### src/rtl/pool_ctrl.sv
// pool_ctrl: 2x2/stride-2 signed int8 max-pool sequencer, IFM BRAM -> OFM BRAM, 4 channels per word.
// Optional fused ReLU on the written word when POOL_RELU_EN is defined.
module pool_ctrl #(
    parameter int unsigned IFM_AW = 18,
    parameter int unsigned OFM_AW = 16
) (
    input  logic              PCLK,
    input  logic              PRESET,
    input  logic              pool_start,
    input  logic [5:0]        flen,
    input  logic [8:0]        in_channel,
    output logic              pool_done,
    output logic [31:0]       clk_counter,
    output logic              busy,
    output logic              ifm_en,
    output logic [IFM_AW-1:0] ifm_addr,
    input  logic [31:0]       ifm_rdata,
    output logic              ofm_we,
    output logic [OFM_AW-1:0] ofm_addr,
    output logic [31:0]       ofm_wdata
);
    localparam int unsigned GW = 8;
    localparam int unsigned FW = 5;

    typedef enum logic [3:0] {
        S_IDLE, S_LOAD, S_RD0, S_RD1, S_RD2, S_RD3, S_DRAIN, S_WR, S_DONE
    } state_t;

    state_t            state_q, state_d;
    logic              start_prev_q;
    logic              start_edge;
    logic              n_zero;
    logic              last_win;
    logic [5:0]        flen_q, flen_d;
    logic [FW-1:0]     fo_q, fo_d;
    logic [GW-1:0]     grp_q, grp_d;
    logic [GW-1:0]     g_q, g_d;
    logic [FW-1:0]     r_q, r_d, c_q, c_d;
    logic [31:0]       max_q, max_d;
    logic              pool_done_q, pool_done_d;
    logic [31:0]       clk_counter_q, clk_counter_d;
    logic              busy_q, busy_d;
    logic              ifm_en_q, ifm_en_d;
    logic [IFM_AW-1:0] ifm_addr_q, ifm_addr_d;
    logic              ofm_we_q, ofm_we_d;
    logic [OFM_AW-1:0] ofm_addr_q, ofm_addr_d;
    logic [31:0]       ofm_wdata_q, ofm_wdata_d;
    logic              dy, dx;
    logic [5:0]        row, col;

    function automatic logic [31:0] lane_max(input logic [31:0] a, input logic [31:0] b);
        logic [31:0] res;
        for (int i = 0; i < 4; i++) begin
            res[8*i +: 8] = ($signed(a[8*i +: 8]) > $signed(b[8*i +: 8])) ? a[8*i +: 8] : b[8*i +: 8];
        end
        return res;
    endfunction

`ifdef POOL_RELU_EN
    function automatic logic [31:0] out_word(input logic [31:0] w);
        logic [31:0] res;
        for (int i = 0; i < 4; i++) begin
            res[8*i +: 8] = w[8*i+7] ? 8'h00 : w[8*i +: 8];
        end
        return res;
    endfunction
`else
    function automatic logic [31:0] out_word(input logic [31:0] w);
        return w;
    endfunction
`endif

    assign start_edge = pool_start && !start_prev_q && (state_q == S_IDLE);
    assign n_zero     = (flen[5:1] == 5'd0) || (in_channel == 9'd0);
    assign last_win   = (g_q == grp_q - GW'(1)) && (r_q == fo_q - FW'(1)) && (c_q == fo_q - FW'(1));

    // State and datapath registers
    always_ff @(posedge PCLK) begin
        if (PRESET) begin
            state_q       <= S_IDLE;
            start_prev_q  <= 1'b0;
            flen_q        <= '0;
            fo_q          <= '0;
            grp_q         <= '0;
            g_q           <= '0;
            r_q           <= '0;
            c_q           <= '0;
            max_q         <= '0;
            pool_done_q   <= 1'b0;
            clk_counter_q <= '0;
            busy_q        <= 1'b0;
            ifm_en_q      <= 1'b0;
            ifm_addr_q    <= '0;
            ofm_we_q      <= 1'b0;
            ofm_addr_q    <= '0;
            ofm_wdata_q   <= '0;
        end else begin
            state_q       <= state_d;
            start_prev_q  <= pool_start;
            flen_q        <= flen_d;
            fo_q          <= fo_d;
            grp_q         <= grp_d;
            g_q           <= g_d;
            r_q           <= r_d;
            c_q           <= c_d;
            max_q         <= max_d;
            pool_done_q   <= pool_done_d;
            clk_counter_q <= clk_counter_d;
            busy_q        <= busy_d;
            ifm_en_q      <= ifm_en_d;
            ifm_addr_q    <= ifm_addr_d;
            ofm_we_q      <= ofm_we_d;
            ofm_addr_q    <= ofm_addr_d;
            ofm_wdata_q   <= ofm_wdata_d;
        end
    end

    // Next-state logic
    always_comb begin
        state_d = state_q;
        case (state_q)
            S_IDLE:  if (start_edge) state_d = S_LOAD;
            S_LOAD:  state_d = n_zero ? S_DONE : S_RD0;
            S_RD0:   state_d = S_RD1;
            S_RD1:   state_d = S_RD2;
            S_RD2:   state_d = S_RD3;
            S_RD3:   state_d = S_DRAIN;
            S_DRAIN: state_d = S_WR;
            S_WR:    state_d = last_win ? S_DONE : S_RD0;
            S_DONE:  state_d = S_IDLE;
            default: state_d = S_IDLE;
        endcase
    end

    // Counters, lane reduction and registered outputs aligned with the next state
    always_comb begin
        flen_d        = flen_q;
        fo_d          = fo_q;
        grp_d         = grp_q;
        g_d           = g_q;
        r_d           = r_q;
        c_d           = c_q;
        max_d         = max_q;
        pool_done_d   = pool_done_q;
        clk_counter_d = clk_counter_q;
        ifm_addr_d    = ifm_addr_q;
        ofm_addr_d    = ofm_addr_q;
        ofm_wdata_d   = ofm_wdata_q;
        dy            = 1'b0;
        dx            = 1'b0;

        case (state_q)
            S_LOAD: begin
                flen_d = flen;
                fo_d   = flen[5:1];
                grp_d  = GW'((10'(in_channel) + 10'd3) >> 2);
                g_d    = '0;
                r_d    = '0;
                c_d    = '0;
            end
            S_RD1:                 max_d = ifm_rdata;
            S_RD2, S_RD3, S_DRAIN: max_d = lane_max(max_q, ifm_rdata);
            S_WR: begin
                if (c_q == fo_q - FW'(1)) begin
                    c_d = '0;
                    if (r_q == fo_q - FW'(1)) begin
                        r_d = '0;
                        g_d = g_q + GW'(1);
                    end else begin
                        r_d = r_q + FW'(1);
                    end
                end else begin
                    c_d = c_q + FW'(1);
                end
            end
            default: ;
        endcase

        if (start_edge) begin
            clk_counter_d = '0;
            pool_done_d   = 1'b0;
        end else if (state_q != S_IDLE && clk_counter_q != 32'hFFFF_FFFF) begin
            clk_counter_d = clk_counter_q + 32'd1;
        end
        if (state_d == S_DONE) pool_done_d = 1'b1;

        case (state_d)
            S_RD1: dx = 1'b1;
            S_RD2: dy = 1'b1;
            S_RD3: begin dy = 1'b1; dx = 1'b1; end
            default: ;
        endcase
        row = {r_d, 1'b0} + 6'(dy);
        col = {c_d, 1'b0} + 6'(dx);

        busy_d   = (state_d != S_IDLE);
        ifm_en_d = (state_d inside {S_RD0, S_RD1, S_RD2, S_RD3});
        ofm_we_d = (state_d == S_WR);
        if (ifm_en_d) begin
            ifm_addr_d = IFM_AW'(32'(g_d) * 32'(flen_d) * 32'(flen_d) + 32'(row) * 32'(flen_d) + 32'(col));
        end
        if (ofm_we_d) begin
            ofm_addr_d  = OFM_AW'(32'(g_d) * 32'(fo_d) * 32'(fo_d) + 32'(r_d) * 32'(fo_d) + 32'(c_d));
            ofm_wdata_d = out_word(max_d);
        end
    end

    assign pool_done   = pool_done_q;
    assign clk_counter = clk_counter_q;
    assign busy        = busy_q;
    assign ifm_en      = ifm_en_q;
    assign ifm_addr    = ifm_addr_q;
    assign ofm_we      = ofm_we_q;
    assign ofm_addr    = ofm_addr_q;
    assign ofm_wdata   = ofm_wdata_q;
endmodule

### config.mk
export PLATFORM = sky130hd
export DESIGN_NAME = pool_ctrl
export DESIGN_NICKNAME = d
export VERILOG_FILES = /design/src/rtl/pool_ctrl.sv
export SDC_FILE = /design/constraint.sdc
export NUM_CORES = 1
export LEC_CHECK = 0
export ABC_CLOCK_PERIOD_IN_PS = 23200
export CAP_MARGIN = 0
export CORE_MARGIN = 5
export CORE_UTILIZATION = 65
export CTS_BUF_LIST = sky130_fd_sc_hd__clkbuf_16
export CTS_CLUSTER_DIAMETER = 150
export DETAILED_ROUTE_END_ITERATION = 7
export PLACE_DENSITY = 0.95
export REMOVE_ABC_BUFFERS = 1
export SETUP_SLACK_MARGIN = 0.3
export SYNTH_ARGS = -nofsm -noshare
export SYNTH_HDL_FRONTEND = slang
export SYNTH_SLANG_ARGS = --single-unit
### constraint.sdc
create_clock -name PCLK -period 23.2 [get_ports PCLK]
set_input_delay 4.64 -clock PCLK [delete_from_list [all_inputs] [get_ports PCLK]]
set_output_delay 4.64 -clock PCLK [all_outputs]
set_load 0.01 [all_outputs]
* Yosys cells after proc, flatten, opt, wreduce, memory -nomap -nowiden
Index checks and enable logic that the tools add are counted.
** Operators by class
- Add/sub/neg operators :: 13
- $mul :: 6
- Div/mod/pow operators :: 0
- $lt $le $gt $ge :: 4
- Equal/unequal tests :: 17
- Shifts and indexed selects :: 0
- Muxes and demuxes :: 23
- Bitwise gates (word level) :: 0
- Reductions and logical operators :: 18
** Operators by type and width (number)
- 32-bit one-hot mux with 2 select lines :: 1
- 8-bit two-way mux :: 6
- 32-bit by 1-bit adder with 32-bit output (second input constant) :: 1
- 8-bit greater-than comparator :: 4
- 32-bit inequality test (second input constant) :: 1
- 4-bit one-hot mux with 8 select lines :: 1
- 4-bit by 3-bit == test with 1-bit output (second input constant) :: 7
- 5-bit two-way mux :: 4
- 5-bit one-hot mux with 2 select lines :: 2
- 18-bit by 12-bit adder with 18-bit output :: 1
- 18-bit by 6-bit adder with 18-bit output :: 1
- 14-bit by 6-bit multiplier with 18-bit output :: 1
- 16-bit by 10-bit adder with 16-bit output :: 1
- 16-bit by 5-bit adder with 16-bit output :: 1
- 4-bit by 2-bit == test with 1-bit output (second input constant) :: 4
- 13-bit by 5-bit multiplier with 16-bit output :: 1
- 8-bit one-hot mux with 2 select lines :: 1
- 8-bit by 6-bit multiplier with 14-bit output :: 1
- 8-bit by 5-bit multiplier with 13-bit output :: 1
- 6-bit by 1-bit adder with 6-bit output :: 2
- 6-bit by 6-bit multiplier with 12-bit output :: 1
- 4-bit two-way mux :: 3
- 4-bit nonzero test :: 3
- 5-bit by 1-bit adder with 5-bit output (second input constant) :: 2
- 20 further kinds :: 30
** Word-level totals
- Register bits :: 176
- Bits in latches :: 0
- RAM bits :: 0
- Memory bits (read-only) :: 0
- Bits of input ports :: 50
- Output and inout bits :: 102
- Logic and storage cells :: 98
- Memories kept :: 0

* Longest topological paths before layout
- Word-level depth :: 13
- Gate-level depth with buffers :: 41
- Depth with buffers taken out :: 39

* Worst setup path after synthesis
OpenSTA, ideal clock, no wires.
- Path kind :: input to register
- Start point :: in flen[2]
- End point :: reg ifm_addr_q[17] (netlist: ifm_addr[17])
- Setup time :: 62 ps
- Arrival :: 12706 ps
- Required time :: 23138 ps
- Path slack :: 10432 ps
- Stages :: 32
- Buffers on the path :: 1
- Path through :: and2_1 -> a21oi_1 -> clkbuf_1 -> nor2_1 -> fa_1 -> inv_1 -> fa_1 -> fa_1 -> inv_1 -> ha_1 -> nor2b_1 -> o21ai_0 -> a21o_1 -> nand2b_1 -> xnor2_1 -> nor2_1 -> fa_1 -> ha_1 -> inv_1 -> fa_1 -> fa_1 -> fa_1 -> inv_1 -> ha_1 -> and2_1 -> a31oi_1 -> inv_1 -> o41ai_1 -> o21ai_0 -> a31o_2 -> or4_1 -> nand3_1
** Between the ends
- Longest elaborated chain between the ends :: 11
- Elaborated cells between the ends (all ways) :: 21
- Those cells by class :: add/sub: 4; mul: 3; eq/ne: 4; mux: 5; reduce/logical: 5
** Ends and longest elaborated chain
- start: declaration :: line 10 : input logic [5:0] flen,
- branches (longest 11 deep; another with 14-bit by 6-bit multiplier with 18-bit output)
- end signal: assignment :: line 111 : ifm_addr_q <= ifm_addr_d;
- end: declaration :: line 44 : logic [IFM_AW-1:0] ifm_addr_q, ifm_addr_d;
Parallel ways; which one is timed is not known.
A chain may end at the register's enable or synchronous reset.

* Final worst setup path
- Start point :: in flen[4]
- End point :: reg ifm_addr_q[17] (netlist: ifm_addr[17])
Same word-level chain as after synthesis.

==> metrics <==
WL final=48.15 mm; Netlist cell types=73; Syn. warnings=0; post-synthesis register bit count=176; CP delay by family, top=adder cells; Setup Fix Bufs, Post-CTS=0; Clk pin slew, worst setup/hold paths=0.08 ns; Crit path required time=23.58 ns; Final GP Congestion=0.9114; crit path buf inv count=5; final core occ=74.29%; crit path max fanout=18; Pleak=9.571 nW; Hold Path Cell Cnt=2; origin of the critical flop-to-flop path=fo_q[0]; post-CTS sizing=0; period utilisation layout=58.29%; share of cells above drive strength 1=4.168%; cts hold-fix bufs=0; CTS Buf Count=17; Achievable Freq=0.07394 GHz; htree depth=4; CTS Root Buffer Type=clkbuf_16; PortBufs=151; diode count=0; HPWL Detailed=36.49 mm; Least-Margin Pin Slew=1.232 ns; non-filler instance count after layout=2783; Worst Hold Class=flip-flop to flip-flop; initial antenna violation count=1; critical path data arrival time=13.90 ns; number of max-cap violations=0; worst hold endpoint=ofm_addr[8]; fill cell count=1896; Placed Area=20630 um2; vias per inst=5.970; Initial Utilization=65.66%; drt wl/cell=17.30 um; Hold Startpoint=ofm_addr[8]; ys flop type=dfxtp_1; worst skew pair latency=0.45 ns; min Tclk post-route=13.52 ns; R2R Setup Slk=11.87 ns; outcome=completed; startpoint class of the critical path=input pin; Initial DRC Count=1292; Cells after Synth=2278; maximum clock path buffer count=2; slew margin rel.=17.84%; CTS tree=built; boundary pin count=152; fraction of registers with async set/reset=0%; reg-to-reg endpoint=ifm_addr[17]; gr ovfl total=0; Core Footprint=28630 um2; std cell rows=62; die area=32420 um2; first drt pass iteration count=6; Final Hold Violating Endpoints=0; Total GRT Usage=29.78%; CP endpoint kind=flip-flop; Residual DRC=0; area grow syn2layout=13.13%; power density over the cells=34.64 nW/um2; CP max-delay cell=fa_1; RSZ-0062 raised after global routing=false; Net count, final=2825; DP Cell Count=2751; total negative setup slack=0 ns; first-pass GRT wire length=81.40 mm; average cell area after synthesis=8.251 um2; Die H=180.0 um; clock sinks=176; design area=21260 um2; register area share after synthesis=18.75%; Final setup viols=0; Vias=16614; number of global-route vias before repair=17403; Die X=180.0 um; EDFF count, synth=0; Mapped Area=18800 um2; Reg2Reg Depth=36; Max VDD drop=0.04894 mV; Max Slew Vio Count=0; Layout Skew=0.02303 ns; pin count of the biggest net entering global routing=106; Worst Setup SP=flen[4]; post-route ant nets=0; critical path's most frequent cell=fa_1; critical setup path kind=input pin to flip-flop; Worst path max stage delay=0.57 ns
per-layer routing:
layer / GRT usage [%] / vias to the layer above / routed length, um / part of all wire (%)
li1: - / 7673 / - / -
met4: 14.07 / 2 / 2340 / 4.9
met1: 35.27 / 7966 / 18550 / 39
met5: 0 / - / 13 / 0.027
met2: 52.31 / 761 / 23560 / 49
met3: 5.672 / 212 / 3683 / 7.6
cells by family after synthesis:
group | count (synthesis) | synth area share, %
AND/OR/NAND/NOR | 809 | 20.00
buffers and inverters | 428 | 8.641
adder cells (fa/ha/maj) | 389 | 33.48
AO/OA/AOI/OAI | 314 | 10.95
flip-flops | 176 | 18.75
XOR/XNOR | 100 | 4.806
multiplexers | 62 | 3.375
placed cells by master (no fill, tap or decap), types with 4 or more instances in the layout:
| cell | n |
|---|---|
| and4_1 | 11 |
| or3_1 | 18 |
| nand3b_1 | 7 |
| o31ai_2 | 5 |
| xor2_1 | 28 |
| a211o_1 | 4 |
| a31oi_1 | 35 |
| nor2b_1 | 20 |
| o2111a_1 | 4 |
| mux2_2 | 7 |
| nor3_1 | 46 |
| xnor2_1 | 70 |
| clkdlybuf4s50_1 | 150 |
| dfxtp_1 | 176 |
| clkbuf_16 | 17 |
| ha_1 | 199 |
| a21o_1 | 10 |
| nor4_1 | 9 |
| o211ai_1 | 15 |
| and2_1 | 27 |
| clkinv_8 | 8 |
| o21a_1 | 30 |
| a21oi_1 | 53 |
| o21ai_1 | 5 |
| nand2_1 | 248 |
| mux2i_1 | 53 |
| or2_2 | 16 |
| nand4_1 | 12 |
| a311oi_1 | 4 |
| nor2_1 | 255 |
| and3_1 | 17 |
| fa_1 | 190 |
| a211oi_1 | 12 |
| nand2b_1 | 35 |
| inv_1 | 344 |
| nand3_1 | 70 |
| o21ai_0 | 92 |
| buf_4 | 21 |
| o2111ai_1 | 10 |
Yosys cell counts (all sizes together) (4+ instances only):
master / instances / share of area, %
a211o: 4 / 0.19
nor4: 9 / 0.30
o21ai: 97 / 2.6
a211oi: 12 / 0.48
nand4: 12 / 0.40
xnor2: 70 / 3.3
nor2: 255 / 5.1
o2111a: 4 / 0.24
nand2b: 35 / 1.2
nor3: 47 / 1.3
o31ai: 7 / 0.39
buf: 12 / 0.33
mux2: 8 / 0.50
fa: 190 / 20
xor2: 28 / 1.3
nor3b: 4 / 0.22
a311oi: 4 / 0.19
and4: 11 / 0.51
nand3: 71 / 2.0
mux2i: 54 / 2.9
a21oi: 55 / 1.5
nand3b: 7 / 0.28
dfxtp: 176 / 19
and2: 27 / 0.90
o21a: 30 / 1.2
or2: 16 / 0.53
and3: 18 / 0.60
or3: 18 / 0.60
inv: 345 / 6.9
ha: 199 / 13
clkbuf: 71 / 1.4
o2111ai: 10 / 0.47
a31oi: 35 / 1.2
o211ai: 15 / 0.60
nand2: 248 / 5.0
a21o: 10 / 0.40
or4: 4 / 0.18
nor2b: 20 / 0.67
sequential cells by signal, indices dropped and copies added, names as in the netlist, 4 cells and up:
| name | flops |
|---|---|
| c_q | 5 |
| ifm_addr | 18 |
| ofm_addr | 16 |
| flen_q | 6 |
| ofm_wdata | 32 |
| state_q | 4 |
| r_q | 5 |
| max_q | 32 |
| clk_counter | 32 |
| grp_q | 8 |
| g_q | 8 |
| fo_q | 5 |
layout make-up:
type                    count  area [um2]  share of cell area (%)
clock inverters            15       205.2                  0.9650
flip-flops and latches    176        3523                   16.57
repair buffers            172        1664                   7.826
multi-input cells        1674       13670                   64.29
clock buffers              17       425.4                   2.001
inverters                 345        1295                   6.090
well taps                 384       480.5                   2.259
through the flow:
stage	total power [mW]	worst slack (ns)	hold slack [ns]
5_1_grt	0.7624	9.208	0.4708
6_report	0.7366	9.676	0.4520
3_5_place_dp	0.4356	9.426	0.4451
4_1_cts	0.7381	9.785	0.4569
2_1_floorplan	0.3879	10.30	0.4443
3_3_place_gp	0.4301	9.713	0.4382
power breakdown:
group	leakage [nW]	internal [mW]	switching (mW)
clock network	0.297	0.149	0.156
registers	1.42	0.308	0.00718
logic	7.85	0.0414	0.0755
worst max path at each step:
stage / end / slack (ns) / depth (start not counted)
3_5_place_dp: ifm_addr[17] / 9.43 / 31
3_3_place_gp: ifm_addr[17] / 9.71 / 29
5_1_grt: ifm_addr[17] / 9.21 / 31
2_1_floorplan: ifm_addr[17] / 10.30 / 31
4_1_cts: ifm_addr[17] / 9.78 / 31
6_report: ifm_addr[17] / 9.68 / 31
worst register-to-register path: cells and delay by family (launching register included):
kind                     cells  cell delay [ns]
AND/OR/NAND/NOR             10             2.03
XOR/XNOR                     2             0.60
buffers and inverters        5             0.33
multiplexers                 1             0.84
AO/OA/AOI/OAI                7             2.20
flip-flops                   1             0.49
adder cells (fa/ha/maj)     11             4.79
Power figures use the tool's default switching activity.
